<file path="src/rtl/fetch_pkg.sv">
// ============================================================================
// Module      : fetch_pkg
// Description : Shared widths, constants and the fetch-entry type used by the
//               instruction fetch stage.
// Revision    : 1.0 - initial release
// ============================================================================
`default_nettype none

package fetch_pkg;

    localparam int INSTR_W = 32;
    localparam int ADDR_W  = 32;

    localparam logic [ADDR_W-1:0]  PC_STEP   = 32'd4;
    localparam logic [INSTR_W-1:0] NOP_INSTR = 32'h0000_0000;

    typedef struct packed {
        logic [INSTR_W-1:0] instr;
        logic [ADDR_W-1:0]  pc;
    } fetch_entry_t;

endpackage : fetch_pkg

`default_nettype wire

</file>
<file path="src/rtl/instruction_fetch_if.sv">
// ============================================================================
// Module      : instruction_fetch_if
// Description : Instruction-memory bus plus the decode valid/ready handshake.
//               master = fetch stage, slave = memory/decode side.
// Revision    : 1.0 - initial release
// ============================================================================
`default_nettype none

interface instruction_fetch_if;
    import fetch_pkg::*;

    logic [ADDR_W-1:0]  imem_addr;
    logic [INSTR_W-1:0] imem_data;
    logic               dec_valid;
    logic               dec_ready;
    logic [INSTR_W-1:0] dec_instr;
    logic [ADDR_W-1:0]  dec_pc;
    logic [ADDR_W-1:0]  dec_pc_plus4;

    modport master (
        output imem_addr,
        input  imem_data,
        output dec_valid,
        input  dec_ready,
        output dec_instr,
        output dec_pc,
        output dec_pc_plus4
    );

    modport slave (
        input  imem_addr,
        output imem_data,
        input  dec_valid,
        output dec_ready,
        input  dec_instr,
        input  dec_pc,
        input  dec_pc_plus4
    );

endinterface : instruction_fetch_if

`default_nettype wire

</file>
<file path="src/rtl/fetch_skid_buffer.sv">
// ============================================================================
// Module      : fetch_skid_buffer
// Description : Two-entry output register plus skid slot with push, pop,
//               flush and a valid/ready output handshake.
// Revision    : 1.0 - initial release
// ============================================================================
`default_nettype none

module fetch_skid_buffer
    import fetch_pkg::*;
(
    input  wire logic         clock,
    input  wire logic         reset,
    input  wire logic         flush_i,
    input  wire logic         push_i,
    input  wire fetch_entry_t push_data_i,
    input  wire logic         ready_i,
    output logic              valid_o,
    output fetch_entry_t      data_o,
    output logic              skid_valid_o
);

    logic         out_valid_q,  out_valid_d;
    fetch_entry_t out_q,        out_d;
    logic         skid_valid_q, skid_valid_d;
    fetch_entry_t skid_q,       skid_d;
    logic         w_pop;

    assign w_pop = out_valid_q && ready_i;

    always_comb begin
        out_valid_d  = out_valid_q;
        out_d        = out_q;
        skid_valid_d = skid_valid_q;
        skid_d       = skid_q;
        if (flush_i) begin
            out_valid_d  = 1'b0;
            skid_valid_d = 1'b0;
        end else if (!out_valid_q || w_pop) begin
            // The skid is always older than an incoming word.
            if (skid_valid_q) begin
                out_valid_d  = 1'b1;
                out_d        = skid_q;
                skid_valid_d = push_i;
                if (push_i) begin
                    skid_d = push_data_i;
                end
            end else begin
                out_valid_d = push_i;
                if (push_i) begin
                    out_d = push_data_i;
                end
            end
        end else if (push_i) begin
            skid_valid_d = 1'b1;
            skid_d       = push_data_i;
        end
    end

    always_ff @(posedge clock or posedge reset) begin
        if (reset) begin
            out_valid_q  <= 1'b0;
            out_q        <= '{instr: NOP_INSTR, pc: '0};
            skid_valid_q <= 1'b0;
            skid_q       <= '{instr: NOP_INSTR, pc: '0};
        end else begin
            out_valid_q  <= out_valid_d;
            out_q        <= out_d;
            skid_valid_q <= skid_valid_d;
            skid_q       <= skid_d;
        end
    end

    assign valid_o      = out_valid_q;
    assign data_o       = out_q;
    assign skid_valid_o = skid_valid_q;

endmodule : fetch_skid_buffer

`default_nettype wire

</file>
<file path="src/rtl/instruction_fetch.sv">
// ============================================================================
// Module      : instruction_fetch
// Description : PC, issue/occupancy control and redirect handling in front of
//               a one-cycle-latency instruction memory. Optional alignment and
//               range fault check enabled by macro FETCH_FAULT_CHECK_EN.
// Revision    : 1.0 - initial release
// ============================================================================
`default_nettype none

module instruction_fetch
    import fetch_pkg::*;
#(
    parameter logic [ADDR_W-1:0] RESET_PC  = 32'h0000_0000,
    parameter int                MEM_BYTES = 16
) (
    input  wire logic              clock,
    input  wire logic              reset,
    input  wire logic              fetch_en,
    input  wire logic              redirect_valid,
    input  wire logic [ADDR_W-1:0] redirect_pc,
    instruction_fetch_if.master    bus
`ifdef FETCH_FAULT_CHECK_EN
    ,
    output logic                   fetch_fault
`endif
);

    logic [ADDR_W-1:0] pc_q,     pc_d;
    logic              req_q,    req_d;
    logic [ADDR_W-1:0] req_pc_q, req_pc_d;

    logic              w_out_valid;
    logic              w_skid_valid;
    fetch_entry_t      w_out;
    fetch_entry_t      w_push_data;
    logic              w_push;
    logic              w_pop;
    logic [1:0]        w_occ;
    logic [1:0]        w_level;
    logic              w_room;
    logic              w_issue;

    assign w_pop   = w_out_valid && bus.dec_ready;
    assign w_occ   = {1'b0, w_out_valid} + {1'b0, w_skid_valid} + {1'b0, req_q};
    assign w_level = w_occ - {1'b0, w_pop};
    assign w_room  = (w_level < 2'd2);

`ifdef FETCH_FAULT_CHECK_EN
    localparam logic [ADDR_W-1:0] LAST_WORD_PC = ADDR_W'(MEM_BYTES - 4);

    logic fault_q, fault_d;
    logic w_try;
    logic w_bad_pc;

    assign w_bad_pc = (pc_q[1:0] != 2'b00) || (pc_q > LAST_WORD_PC);
    assign w_try    = fetch_en && !redirect_valid && w_room && !fault_q;
    assign w_issue  = w_try && !w_bad_pc;
    assign fault_d  = redirect_valid ? 1'b0 : (fault_q || (w_try && w_bad_pc));

    always_ff @(posedge clock or posedge reset) begin
        if (reset) begin
            fault_q <= 1'b0;
        end else begin
            fault_q <= fault_d;
        end
    end

    assign fetch_fault = fault_q;
`else
    logic [31:0] w_unused_mem_bytes;

    assign w_unused_mem_bytes = 32'(MEM_BYTES);
    assign w_issue            = fetch_en && !redirect_valid && w_room;
`endif

    always_comb begin
        pc_d     = pc_q;
        req_d    = 1'b0;
        req_pc_d = req_pc_q;
        if (redirect_valid) begin
            pc_d = redirect_pc;
        end else if (w_issue) begin
            req_d    = 1'b1;
            req_pc_d = pc_q;
            pc_d     = pc_q + PC_STEP;
        end
    end

    always_ff @(posedge clock or posedge reset) begin
        if (reset) begin
            pc_q     <= RESET_PC;
            req_q    <= 1'b0;
            req_pc_q <= RESET_PC;
        end else begin
            pc_q     <= pc_d;
            req_q    <= req_d;
            req_pc_q <= req_pc_d;
        end
    end

    // A response arriving on a redirect edge belongs to the old path.
    assign w_push      = req_q && !redirect_valid;
    assign w_push_data = '{instr: bus.imem_data, pc: req_pc_q};

    fetch_skid_buffer u_skid (
        .clock        (clock),
        .reset        (reset),
        .flush_i      (redirect_valid),
        .push_i       (w_push),
        .push_data_i  (w_push_data),
        .ready_i      (bus.dec_ready),
        .valid_o      (w_out_valid),
        .data_o       (w_out),
        .skid_valid_o (w_skid_valid)
    );

    assign bus.imem_addr    = pc_q;
    assign bus.dec_valid    = w_out_valid;
    assign bus.dec_instr    = w_out.instr;
    assign bus.dec_pc       = w_out.pc;
    assign bus.dec_pc_plus4 = w_out.pc + PC_STEP;

endmodule : instruction_fetch

`default_nettype wire
</file>
<file path="src/flat_wrapper.sv">
// flat-port wrapper written by rule: the top's interface ports become plain ports
module instruction_fetch_flat import fetch_pkg::*;
#(
    parameter logic [ADDR_W-1:0] RESET_PC  = 32'h0000_0000,
    parameter int                MEM_BYTES = 16
)
  (clock, reset, fetch_en, redirect_valid, redirect_pc, bus_imem_addr, bus_imem_data, bus_dec_valid, bus_dec_ready, bus_dec_instr, bus_dec_pc, bus_dec_pc_plus4);
  instruction_fetch_if bus_i ();
  input  wire logic clock;
  input  wire logic reset;
  input  wire logic fetch_en;
  input  wire logic redirect_valid;
  input  wire logic [ADDR_W-1:0] redirect_pc;
  output wire logic [$bits(bus_i.imem_addr)-1:0] bus_imem_addr;
  input wire logic [$bits(bus_i.imem_data)-1:0] bus_imem_data;
  output wire logic [$bits(bus_i.dec_valid)-1:0] bus_dec_valid;
  input wire logic [$bits(bus_i.dec_ready)-1:0] bus_dec_ready;
  output wire logic [$bits(bus_i.dec_instr)-1:0] bus_dec_instr;
  output wire logic [$bits(bus_i.dec_pc)-1:0] bus_dec_pc;
  output wire logic [$bits(bus_i.dec_pc_plus4)-1:0] bus_dec_pc_plus4;
  assign bus_imem_addr = bus_i.imem_addr;
  assign bus_i.imem_data = bus_imem_data;
  assign bus_dec_valid = bus_i.dec_valid;
  assign bus_i.dec_ready = bus_dec_ready;
  assign bus_dec_instr = bus_i.dec_instr;
  assign bus_dec_pc = bus_i.dec_pc;
  assign bus_dec_pc_plus4 = bus_i.dec_pc_plus4;
  instruction_fetch #(.RESET_PC(RESET_PC), .MEM_BYTES(MEM_BYTES)) u_core (.clock(clock), .reset(reset), .fetch_en(fetch_en), .redirect_valid(redirect_valid), .redirect_pc(redirect_pc), .bus(bus_i));
endmodule
</file>
<file path="config.mk">
export PLATFORM = sky130hd
export DESIGN_NAME = instruction_fetch_flat
export DESIGN_NICKNAME = d
export VERILOG_FILES = /design/src/rtl/fetch_pkg.sv /design/src/rtl/instruction_fetch_if.sv /design/src/rtl/fetch_skid_buffer.sv /design/src/rtl/instruction_fetch.sv /design/src/flat_wrapper.sv
export SDC_FILE = /design/constraint.sdc
export NUM_CORES = 1
export LEC_CHECK = 0
export ABC_AREA = 1
export CAP_MARGIN = 5
export CORE_AREA = 2 2 144 146
export CTS_CLUSTER_DIAMETER = 40
export DETAILED_ROUTE_END_ITERATION = 7
export DIE_AREA = 0 0 146 148
export GPL_ROUTABILITY_DRIVEN = 0
export PLACE_DENSITY_LB_ADDON = 0.15
export SYNTH_ARGS = -nofsm -noshare
export SYNTH_HDL_FRONTEND = slang
export SYNTH_SLANG_ARGS = --single-unit
</file>
<file path="constraint.sdc">
create_clock -name clock -period 8.9 [get_ports clock]
set_input_delay 2.67 -clock clock [delete_from_list [all_inputs] [get_ports clock]]
set_output_delay 2.67 -clock clock [all_outputs]
set_load 0.02 [all_outputs]
</file>
==> metrics, run 1 <==
antenna violations before repair 0; wire per inst 13.7 µm; final hold violations 0; Yosys cell types 33; Post-CTS Setup Bufs 0; total routed wirelength 23.2 mm; max cap viols 0; Ports 198; Setup CP Type reg -> out; leak pwr 5.90 nW; Fin Setup TNS 0 ps; Post-CTS Resized 0; fin cells 1699; first-pass GRT wire length 38.7 mm; Reg clk slew, reported paths 70 ps; post-synth net total 1325; crit path cell chain ha_1 -> inv_1 -> nor4_1 -> nand3_1 -> nand2_1 -> clkdlybuf4s50_1; worst stage delay on the critical path 610 ps; initial DRC count 653; RSZ-0062 raised after global routing false; Site Rows 52; slowest CP cell clkdlybuf4s50_1; Mapped Avg Cell Area 7.87 µm²; DP HPWL 16.5 mm; clk sinks 195; Core Region 20000 µm²; number of buffers created by CTS 17; Seq/Total Area, Yosys 49.5%; total chip power 0.00289 W; Worst setup EP type output pin; DRC viols 0; Final nets 1489; final period utilization 59.5%; gr usage total 21.8%; fmax 0.189 GHz; Rel. slew slack 24.1%; largest fanout on the critical path 5; area leader, netlist dfrtp_1; Hold Crit Class reg -> reg; CP required 6230 ps; Die W 146 µm; Synth Instances 1252; area share of the largest cell type after synthesis 49.5%; Initial DRT Pass Iterations 5; Post-Place Cells 1667; pre-CTS WS 3270 ps; fill cell count 1846; Worst Max-Slew Pin Slew 1140 ps; hold_buf cts 0; setup ws final 3600 ps; Yosys warning count 0; H-Tree Depth 4; Post-Route Skew 10.9 ps; run status complete, no violations; initial core utilization 49.2%; most frequent cells in the layout 370 x nand2_1, 197 x clkdlybuf4s50_1, 195 x dfrtp_1; worst vdd ir 115 µV; CTS tree built; Port Buffers 197; main area contributors after synthesis dfrtp_1 49%, nand2_1 14%, o21ai_0 9.1%; share of cells above drive strength 1 6.09%; largest net degree at the start of global routing 130; most common cell after layout, fill and taps aside nand2_1; Worst-Skew Late Latency 430 ps; vias in the first global route 7704; startpoint types flip-flop; n_diodes 0; Area Growth Syn to Fin 26.7%; Antenna Nets Post-Route 0; max-slew violations 0; Die Area 21600 µm²; height of the die 148 µm; pwr dens 231 nW/µm²; Synth Register Bits 195; Syn Std Cell Area 9860 µm²; vias per inst 4.99; Clock Path Buffers 2; GRT Residual Overflow 0; CTS Root Cell clkbuf_16; Critical Path AT 2630 ps; detailed-route via count 8484; Final min period 5300 ps; Finish-stage setup viols 0
## where the power goes
part | leakage [nW] | internal, W | switching [W]
sequential | 2.46 | 0.00108 | 0.000158
clock | 0.280 | 0.000380 | 0.000364
combinational | 3.16 | 0.000404 | 0.000504
total | 5.90 | 0.00186 | 0.00103
## cells by family after synthesis
family | share of synthesized area [%]
AND/OR/NAND/NOR | 24.0
AO/OA/AOI/OAI | 14.1
XOR/XNOR | 2.40
adder cells (fa/ha/maj) | 0.508
flip-flops | 49.5
buffers and inverters | 9.48
## stage by stage
stage	hold WS [ps]	utilization [%]	area [µm²]
after CTS	485	62.3	12500
final	482	62.3	12500
after detailed placement	468	59.5	11900
after floorplan	448	-	9860
after global placement	461	59.5	11900
after global routing	499	62.3	12500
## state kept, by name (all words and copies together) (netlist names)
name	cells
u_core.u_skid.data_o	64
u_core.u_skid.skid_q	64
u_core.bus.imem_addr	32
u_core.req_pc_q	32
u_core.req_q	1
u_core.u_skid.skid_valid_o	1
u_core.u_skid.valid_o	1
## layer usage
metal / share of wire [%] / vias up / GRT usage, %
met2: 43 / 274 / 31.3
met3: 5.5 / 25 / 3.92
met1: 51 / 3869 / 33.9
li1: - / 4316 / -
met4: 1.4 / 0 / 6.31
met5: 0 / - / 0
## Yosys cell counts
master,instances
nand2_1,370
dfrtp_1,195
o21ai_0,180
inv_1,156
nor2_1,60
nand3_1,47
buf_2,35
o211ai_1,31
o21ai_1,28
xor2_1,27
a21oi_1,16
clkbuf_1,13
nor3_1,13
nor2_2,11
nor2_4,10
nand4_1,9
nand3b_1,8
inv_2,7
nand2_2,7
buf_4,5
buf_6,5
ha_1,4
nand3_2,3
nor3_2,3
a21boi_0,1
clkbuf_2,1
nand2_4,1
nand3_4,1
nor3_4,1
nor4_1,1
o211ai_2,1
o21ai_2,1
o31ai_1,1
## final cells by class
type / count / area (µm²) / share of cell area (%)
sequential: 195 / 4880 / 39.1
inverter: 163 / 621 / 4.97
tap: 270 / 338 / 2.70
timing repair buffer: 204 / 2020 / 16.2
multi-input combinational: 835 / 4050 / 32.4
clock buffer: 18 / 439 / 3.52
clock inverter: 14 / 136 / 1.09
## worst max-delay path, delay by kind of cell, from the launching register on
kind | cells | cell delay [ps]
flops | 1 | 430
fa+ha+maj | 1 | 270
simple gates | 3 | 840
buf+inv | 2 | 670
## path summary, 6_finish.rpt
kind	from	end	slack (ps)	cells after the start
worst min-delay path	u_core.u_skid.skid_q[52]$_DFFE_PP0P_	u_core.u_skid.skid_q[52]$_DFFE_PP0P_	480	2
min in group asynchronous	reset	u_core.u_skid.data_o[5]$_DFFE_PP0P_	2800	2
worst min register to register	u_core.u_skid.skid_q[52]$_DFFE_PP0P_	u_core.u_skid.skid_q[52]$_DFFE_PP0P_	480	2
worst max-delay path	u_core.u_skid.data_o[2]$_DFFE_PP0P_	bus_dec_pc_plus4[28]	3600	6
worst max register to register	u_core.u_skid.valid_o$_DFFE_PP0P_	u_core.bus.imem_addr[19]$_DFFE_PP0P_	5990	13
max in group asynchronous	reset	u_core.u_skid.data_o[38]$_DFFE_PP0P_	4620	3
(Power assumes the default switching activity.)
==> inputs of run 2 (changes only) <==
--- a/config.mk
+++ b/config.mk
@@ -7,10 +7,10 @@
 export LEC_CHECK = 0
 export ABC_AREA = 1
 export CAP_MARGIN = 5
-export CORE_AREA = 2 2 144 146
+export CORE_AREA = 2 2 148 150
 export CTS_CLUSTER_DIAMETER = 40
 export DETAILED_ROUTE_END_ITERATION = 7
-export DIE_AREA = 0 0 146 148
+export DIE_AREA = 0 0 150 152
 export GPL_ROUTABILITY_DRIVEN = 0
 export PLACE_DENSITY_LB_ADDON = 0.15
 export SYNTH_ARGS = -nofsm -noshare
==> constraint.sdc (replaced) <==
create_clock -name clock -period 4.65 [get_ports clock]
set_input_delay 1.395 -clock clock [delete_from_list [all_inputs] [get_ports clock]]
set_output_delay 1.395 -clock clock [all_outputs]
set_load 0.02 [all_outputs]
==> run 2 against run 1 <==
Clock-buffer cell count increased by 2. Non-clock buffer count increased by 6. Die area grew 5.5%. Worst setup slack got worse by 2900 ps. Design area is 1.1% higher. Sequential power increased by 92%. Routed wire length grew 4.5%. Worst hold slack got worse by 2.6 ps. Critical path depth unchanged. Critical endpoint unchanged. Highest routed layer unchanged.
==> metrics, run 2 (same netlist as run 1, synthesis figures left out) <==
Critical Path AT 2590 ps; max cap viols 0; total routed wirelength 24.3 mm; register-to-register path setup slack 1550 ps; most common cell after layout, fill and taps aside nand2_1; H-Tree Depth 4; Final min period 3990 ps; crit path cell chain ha_1 -> inv_1 -> nor4_1 -> nand3_1 -> nand2_1 -> clkdlybuf4s50_1; pwr dens 445 nW/µm²; FF-to-FF Start u_core.u_skid.skid_valid_o$_DFFE_PP0P_; height of the die 152 µm; DRC viols 0; worst vdd ir 213 µV; hold_buf cts 0; Antenna Nets Post-Route 0; Post-Route Skew 10.3 ps; vias per inst 4.98; slowest CP cell clkdlybuf4s50_1; Worst Max-Slew Pin Slew 850 ps; Initial DRT Pass Iterations 5; Hold Crit Class reg -> reg; detailed-route via count 8537; Core Region 21400 µm²; Area Growth Syn to Fin 28.1%; RSZ-0062 raised after global routing false; min-delay src u_core.u_skid.skid_q[18]$_DFFE_PP0P_; worst stage delay on the critical path 600 ps; Site Rows 54; Die Area 22800 µm²; initial core utilization 46.2%; initial DRC count 627; Worst R2R End u_core.bus.imem_addr[10]$_DFFE_PP0P_; Port Buffers 197; Min-Delay Endpoint u_core.u_skid.skid_q[18]$_DFFE_PP0P_; clk sinks 195; antenna violations before repair 0; share of cells above drive strength 1 6.41%; Min Hold Slack 479 ps; Clock Path Buffers 2; most frequent cells in the layout 370 x nand2_1, 197 x clkdlybuf4s50_1, 195 x dfrtp_1; Finish-stage setup viols 0; GRT Residual Overflow 0; final period utilization 85.8%; Multi-input gate area 4050 µm²; fmax 0.251 GHz; number of buffers created by CTS 17; Rel. slew slack 43.2%; fill cell count 2029; Worst-Skew Late Latency 420 ps; run status complete, no violations; Reg clk slew, reported paths 70 ps; Post-CTS Setup Bufs 0; FF+latch area 4880 µm²; CTS Root Cell clkbuf_16; wire per inst 14.1 µm; gr usage total 21.7%; n_diodes 0; CTS tree built; vias in the first global route 7883; Fin Setup TNS 0 ps; Worst setup EP type output pin; Post-CTS Resized 0; final hold violations 0; leak pwr 5.96 nW; Hold Crit Depth 2; largest net degree at the start of global routing 78; Final nets 1495; Post-Place Cells 1683; Setup CP Type reg -> out; first-pass GRT wire length 40.4 mm; startpoint types flip-flop; max-slew violations 0; fin cells 1715; largest fanout on the critical path 5; R2R depth 12; Ports 198; Die W 150 µm; DP HPWL 17.5 mm; CP required 3250 ps
==> run 2: changes by cell type in the layout (fill, tap and decap cells not counted), moves of 2 or more <==
cell / change
buf_12: +5
inv_8: -5
inv_6: +2
bufinv_16: +2
==> run 2: area by class of cell <==
| class | instances | share of cell area [%] |
|---|---|---|
| clock buffer | 20 | 3.62 |
| clock inverter | 12 | 1.12 |
| inverter | 163 | 4.88 |
| multi-input combinational | 835 | 32.1 |
| sequential | 195 | 38.6 |
| tap | 280 | 2.77 |
| timing repair buffer | 210 | 16.9 |
==> run 2: where the power goes <==
group	internal (W)	switching [W]	leakage, nW
logic	0.000782	0.000965	3.21
registers	0.00206	0.000313	2.46
clock network	0.000834	0.000658	0.294
total	0.00368	0.00194	5.96
==> run 2: routing by layer <==
metal,vias to the layer above,part of all wire [%],GRT usage (%)
met1,3922,50,34.5
met3,21,6.1,3.66
li1,4327,-,-
met2,267,43,30.7
met4,0,1.3,5.62
met5,-,0,0
==> run 2: worst max path at each step <==
stage / startpoint / end / slack, ps / depth (start not counted)
6_report: u_core.u_skid.data_o[2]$_DFFE_PP0P_ / bus_dec_pc_plus4[28] / 660 / 6
5_1_grt: u_core.u_skid.data_o[2]$_DFFE_PP0P_ / bus_dec_pc_plus4[28] / 390 / 6
4_1_cts: u_core.u_skid.data_o[2]$_DFFE_PP0P_ / bus_dec_pc_plus4[28] / 610 / 6
3_5_place_dp: bus_dec_ready / u_core.bus.imem_addr[10]$_DFFE_PP0P_ / 820 / 14
3_3_place_gp: bus_dec_ready / u_core.bus.imem_addr[9]$_DFFE_PP0P_ / 840 / 14
2_1_floorplan: reset / u_core.bus.imem_addr[0]$_DFFE_PP0P_ / 740 / 1
==> run 2: stage by stage <==
| step | util [%] | setup slack, ps | total power, W | instance area (µm²) |
|---|---|---|---|---|
| finish | 59.2 | 661 | 0.00562 | 12600 |
| global route | 59.2 | 388 | 0.00596 | 12600 |
| CTS | 59.2 | 612 | 0.00566 | 12600 |
| detailed placement | 56.4 | 815 | 0.00416 | 12000 |
| global placement | 56.4 | 838 | 0.00412 | 12000 |
| floorplan | - | 737 | 0.00331 | 9860 |
==> run 2: critical path: cells and delay by family, from the launching register on <==
| kind | cells | cell delay (ps) |
|---|---|---|
| and+or+nand+nor | 3 | 830 |
| adders and majority gates | 1 | 250 |
| DFF | 1 | 430 |
| buffers and inverters | 2 | 660 |
